===== src/rtl/full_adder_4b_pkg.sv =====
// Shared display constants and the binary-to-BCD helpers for the 4-bit adder board block.
`timescale 1ns/1ps
package full_adder_4b_pkg;

  localparam logic [7:0] SEG_0     = 8'hC0;
  localparam logic [7:0] SEG_1     = 8'hF9;
  localparam logic [7:0] SEG_2     = 8'hA4;
  localparam logic [7:0] SEG_3     = 8'hB0;
  localparam logic [7:0] SEG_4     = 8'h99;
  localparam logic [7:0] SEG_5     = 8'h92;
  localparam logic [7:0] SEG_6     = 8'h82;
  localparam logic [7:0] SEG_7     = 8'hF8;
  localparam logic [7:0] SEG_8     = 8'h80;
  localparam logic [7:0] SEG_9     = 8'h90;
  localparam logic [7:0] SEG_BLANK = 8'hFF;

  localparam logic [3:0] AN_OFF  = 4'b1111;
  localparam logic [3:0] AN_ONES = 4'b1110;
  localparam logic [3:0] AN_TENS = 4'b1101;

  // The sum never exceeds 31, so a three-step compare replaces a divider.
  function automatic logic [3:0] bcd_tens(input logic [4:0] v);
    if (v >= 5'd30)      return 4'd3;
    else if (v >= 5'd20) return 4'd2;
    else if (v >= 5'd10) return 4'd1;
    else                 return 4'd0;
  endfunction

  function automatic logic [3:0] bcd_ones(input logic [4:0] v);
    logic [4:0] r;
    if (v >= 5'd30)      r = v - 5'd30;
    else if (v >= 5'd20) r = v - 5'd20;
    else if (v >= 5'd10) r = v - 5'd10;
    else                 r = v;
    return r[3:0];
  endfunction

endpackage


===== src/rtl/full_adder_4b_seg7_decoder.sv =====
// BCD digit to active-low 7-segment pattern (g..a); non-decimal codes blank the digit.
`timescale 1ns/1ps
module seg7_decoder
  import full_adder_4b_pkg::*;
(
  input  logic [3:0] bcd_i,
  output logic [6:0] seg_o
);

  always_comb begin
    seg_o = SEG_BLANK[6:0];
    case (bcd_i)
      4'd0: seg_o = SEG_0[6:0];
      4'd1: seg_o = SEG_1[6:0];
      4'd2: seg_o = SEG_2[6:0];
      4'd3: seg_o = SEG_3[6:0];
      4'd4: seg_o = SEG_4[6:0];
      4'd5: seg_o = SEG_5[6:0];
      4'd6: seg_o = SEG_6[6:0];
      4'd7: seg_o = SEG_7[6:0];
      4'd8: seg_o = SEG_8[6:0];
      4'd9: seg_o = SEG_9[6:0];
      default: seg_o = SEG_BLANK[6:0];
    endcase
  end

endmodule


===== src/rtl/full_adder_4b.sv =====
// 4-bit adder with decimal result on a multiplexed 7-segment display; carry-out
// lights the decimal point of the ones digit.
`timescale 1ns/1ps
module full_adder_4b
  import full_adder_4b_pkg::*;
#(
  parameter int REFRESH_BITS = 18
) (
  input  logic       clk,
  input  logic       reset,
  input  logic [3:0] a,
  input  logic [3:0] b,
  input  logic       cin,
  output logic [7:0] sseg,
  output logic [3:0] AN
);

  logic [4:0] sum;
  logic       cout;
  logic [3:0] tens;
  logic [3:0] ones;
  logic [6:0] tens_seg;
  logic [6:0] ones_seg;
  logic [1:0] slot;

  // Initialisers match the reset values so the display is sane without a reset pulse.
  logic [REFRESH_BITS-1:0] cnt_q = '0;
  logic [REFRESH_BITS-1:0] cnt_d;
  logic [7:0]              sseg_q = SEG_BLANK;
  logic [7:0]              sseg_d;
  logic [3:0]              an_q = AN_OFF;
  logic [3:0]              an_d;

  assign sum  = {1'b0, a} + {1'b0, b} + {4'b0000, cin};
  assign cout = sum[4];
  assign tens = bcd_tens(sum);
  assign ones = bcd_ones(sum);

  seg7_decoder u_dec_ones (.bcd_i(ones), .seg_o(ones_seg));
  seg7_decoder u_dec_tens (.bcd_i(tens), .seg_o(tens_seg));

  assign slot  = cnt_q[REFRESH_BITS-1 -: 2];
  assign cnt_d = cnt_q + 1'b1;

  always_comb begin
    an_d   = AN_OFF;
    sseg_d = SEG_BLANK;
    case (slot)
      2'd0: begin
        an_d   = AN_ONES;
        sseg_d = {~cout, ones_seg};
      end
      2'd1: begin
        // Leading zero in the tens position stays dark.
        if (tens != 4'd0) begin
          an_d   = AN_TENS;
          sseg_d = {1'b1, tens_seg};
        end
      end
      default: begin
        an_d   = AN_OFF;
        sseg_d = SEG_BLANK;
      end
    endcase
  end

  always_ff @(posedge clk) begin
    if (reset) begin
      cnt_q  <= '0;
      an_q   <= AN_OFF;
      sseg_q <= SEG_BLANK;
    end else begin
      cnt_q  <= cnt_d;
      an_q   <= an_d;
      sseg_q <= sseg_d;
    end
  end

  assign sseg = sseg_q;
  assign AN   = an_q;

endmodule


===== config.mk =====
export PLATFORM = sky130hd
export DESIGN_NAME = full_adder_4b
export DESIGN_NICKNAME = d
export VERILOG_FILES = /design/src/rtl/full_adder_4b_pkg.sv /design/src/rtl/full_adder_4b_seg7_decoder.sv /design/src/rtl/full_adder_4b.sv
export SDC_FILE = /design/constraint.sdc
export NUM_CORES = 1
export LEC_CHECK = 0
export CAP_MARGIN = 5
export CELL_PAD_IN_SITES_DETAIL_PLACEMENT = 1
export CELL_PAD_IN_SITES_GLOBAL_PLACEMENT = 1
export CORE_MARGIN = 10
export CORE_UTILIZATION = 41
export CTS_CLUSTER_DIAMETER = 30
export DETAILED_ROUTE_END_ITERATION = 6
export PLACE_DENSITY_LB_ADDON = 0.25
export SYNTH_ARGS = -nofsm -noshare
export SYNTH_HDL_FRONTEND = slang
export SYNTH_SLANG_ARGS = --single-unit

===== constraint.sdc =====
create_clock -name clk -period 4.9 [get_ports clk]
set_clock_uncertainty 0.05 [all_clocks]
set_input_delay 0.98 -clock clk [delete_from_list [all_inputs] [get_ports clk]]
set_output_delay 0.98 -clock clk [all_outputs]
set_load 0.05 [all_outputs]

==> results.sh <==
export IMPL_outcome="finished clean"
export IMPL_die_w_um=84.21
export IMPL_yosys_top_cells_area="dfxtp_1 33%, ha_1 8.9%, xor2_1 5.2%"
export IMPL_vias=1488
export IMPL_grt_use_met1_pct=13.90
export IMPL_worst_pin_slew_ns=0.7997
export IMPL_synth_edf_count=0
export IMPL_yosysWarnings=0
export IMPL_netlist_area_mm2=0.001690
export IMPL_grt_pass1_vias=1619
export IMPL_ant_nets=0
export IMPL_ys_types=50
export IMPL_crit_fanout=6
export IMPL_drtIter0Drc=64
export IMPL_finalCritPeriodShare_pct=92.84
export IMPL_post_cts_resized=0
export IMPL_cts_hold_buf=0
export IMPL_slew_viol_final=0
export IMPL_vias_per_cell=5.594
export IMPL_worstPathArrival_ns=4.67
export IMPL_crit_required_ns=5.02
export IMPL_rows=23
export IMPL_grt_max_degree=22
export IMPL_busiest_layer="met2"
export IMPL_ir_worst_vdd_uv=229.4
export IMPL_insertion_delay_ns=0.28
export IMPL_hpwl_mm=3.482
export IMPL_drive_gt1_share_pct=7.870
export IMPL_avgSynthCellArea_um2=8.669
export IMPL_wire_per_inst_um=16.34
export IMPL_finalSetupViolCount=0
export IMPL_first_pass_iters=4
export IMPL_final_hold_viol_count=0
export IMPL_io_buffers=20
export IMPL_ys_async_sr_fraction_pct=0
export IMPL_clock_tree_root_cell="clkbuf_8"
export IMPL_multi_input_area_mm2=0.001047
export IMPL_cts_max_level=1
export IMPL_hold_class="flip-flop to flip-flop"
export IMPL_hold_slack_ns=0.4110
export IMPL_syn_to_final_growth_pct=17.76
export IMPL_power_density_mw_per_mm2=383.6
export IMPL_die_h_um=84.21
export IMPL_route_detailed_drc=0
export IMPL_period_minus_slack_ns=4.549
export IMPL_relSlewSlack_pct=46.52
export IMPL_final_util_pct=49.77
export IMPL_clockBufferDepth=2
export IMPL_gr_usage_met3_pct=4.251
export IMPL_antenna_cells=0
export IMPL_startpoint_type="primary input"
export IMPL_leakagePower_uw=0.0007741
export IMPL_synth_seq_cells=28
export IMPL_antenna_found_initial=0
export IMPL_max_freq_mhz=219.8
export IMPL_coreArea_mm2=0.004000
export IMPL_drv_cap=0
export IMPL_nets=243
export IMPL_grt_util_met2_pct=22.41
export IMPL_cts_sinks=28
export IMPL_initial_utilization_pct=42.26
export IMPL_crit_path_end_kind="flip-flop"
export IMPL_cts_setup_buffers=0
export IMPL_die_area_mm2=0.007091
export IMPL_synth_common_cells="28 x dfxtp_1, 20 x nor2_1, 14 x inv_1"
export IMPL_synth_most_common_cell="dfxtp_1"
export IMPL_synth_main_ff_cell="dfxtp_1"
export IMPL_grt_usage_pct=12.56
export IMPL_wirelength_mm=4.346
export IMPL_grt_pass1_wl_mm=7.472
export IMPL_synth_top_cell_area_share_pct=33.16
export IMPL_regArea_um2=560.5
export IMPL_rsz0062_at_grt="no"
export IMPL_place_gp_congestion=0.7871
export IMPL_fill_cells=470
export IMPL_grt_overflow=0
export IMPL_clk_pin_slew_ns=0.09
export IMPL_ios=23
export IMPL_ys_seq_area_share_pct=33.16
export IMPL_yosys_area_top_type="dfxtp_1"
export IMPL_cts_tree="done"
export IMPL_cts_buffers=3
export IMPL_r2r_setup_slack_ns=2.84
export IMPL_crit_type="primary input to flip-flop"
export IMPL_syn_instance_count=195
export IMPL_setup_tns_ns=0
[cell usage in the layout (no fill, tap or decap), drive strengths merged, types with 4 or more instances in the layout]
cell type,n
dfxtp,28
nor2,20
clkdlybuf4s50,20
inv,14
ha,12
nand2,11
nand3,11
o21ai,11
a21oi,11
xor2,10
and3,6
xnor2,5
or3,5
nand4,4
o31ai,4
[layout make-up]
cell class | instances | area share, %
Tap cell | 50 | 3.143
Sequential cell | 28 | 28.16
Inverter | 15 | 2.828
Clock buffer | 3 | 2.074
Timing Repair Buffer | 23 | 11.19
Multi-Input combinational cell | 147 | 52.61
[per-layer routing]
metal,share of wire (%),routed length [um]
met1,44,1903
met2,51,2219
met3,4.6,198
met4,0.55,24
met5,0,0
[flip-flops by register name (all words and copies together) (netlist names)]
signal / flops
AN: 2
sseg: 8
cnt_q: 18
[critical path, cell delays in order]
cell,delay (ns)
clkdlybuf4s50_1,0.49
fa_1,0.24
inv_1,0.08
fa_1,0.42
xnor2_1,0.38
inv_1,0.12
buf_4,0.18
ha_1,0.18
a21oi_1,0.30
o311ai_2,0.16
o31ai_2,0.12
xnor2_1,0.16
buf_4,0.19
a21oi_1,0.20
nand3_1,0.11
a311o_1,0.36
[final timing paths]
| kind | cells after the start | start | end |
|---|---|---|---|
| worst max-delay path | 16 | a[0] | sseg[4]$_SDFF_PP1_ |
| worst min register to register | 1 | cnt_q[0]$_SDFF_PP0_ | cnt_q[0]$_SDFF_PP0_ |
| worst min-delay path | 1 | cnt_q[0]$_SDFF_PP0_ | cnt_q[0]$_SDFF_PP0_ |
| worst max register to register | 7 | cnt_q[3]$_SDFF_PP0_ | cnt_q[14]$_SDFF_PP0_ |
[power by group]
group          internal, uW  switching [uW]  leakage, uW
clock network          55.3            69.4    0.0000216
logic                   138             239     0.000524
registers               252            9.75     0.000229
[kinds of logic (layout without fill, tap and decap cells)]
kind of cell / count (synthesis) / count (layout) / share of synthesized area [%]
and+or+nand+nor: 68 / 68 / 19.99
AOI/OAI and AO/OA: 47 / 47 / 21.84
DFF: 28 / 28 / 33.16
buffers and inverters: 21 / 41 / 5.107
xor gates and xnor gates: 15 / 15 / 7.772
adders and majority gates: 14 / 14 / 11.25
other: 1 / 2 / 0.2218
muxes: 1 / 1 / 0.6661
[per-stage QoR]
stage,instances,area (um^2),setup slack (ns),total power [uW]
2_1_floorplan,196,1694,0.8383,529.1
3_3_place_gp,263,1949,0.2232,628.0
3_5_place_dp,263,1949,0.05848,641.5
4_1_cts,266,1991,0.3440,772.1
5_1_grt,266,1991,0.04432,818.1
6_report,266,1991,0.3510,763.6
Power figures use the tool's default switching activity.
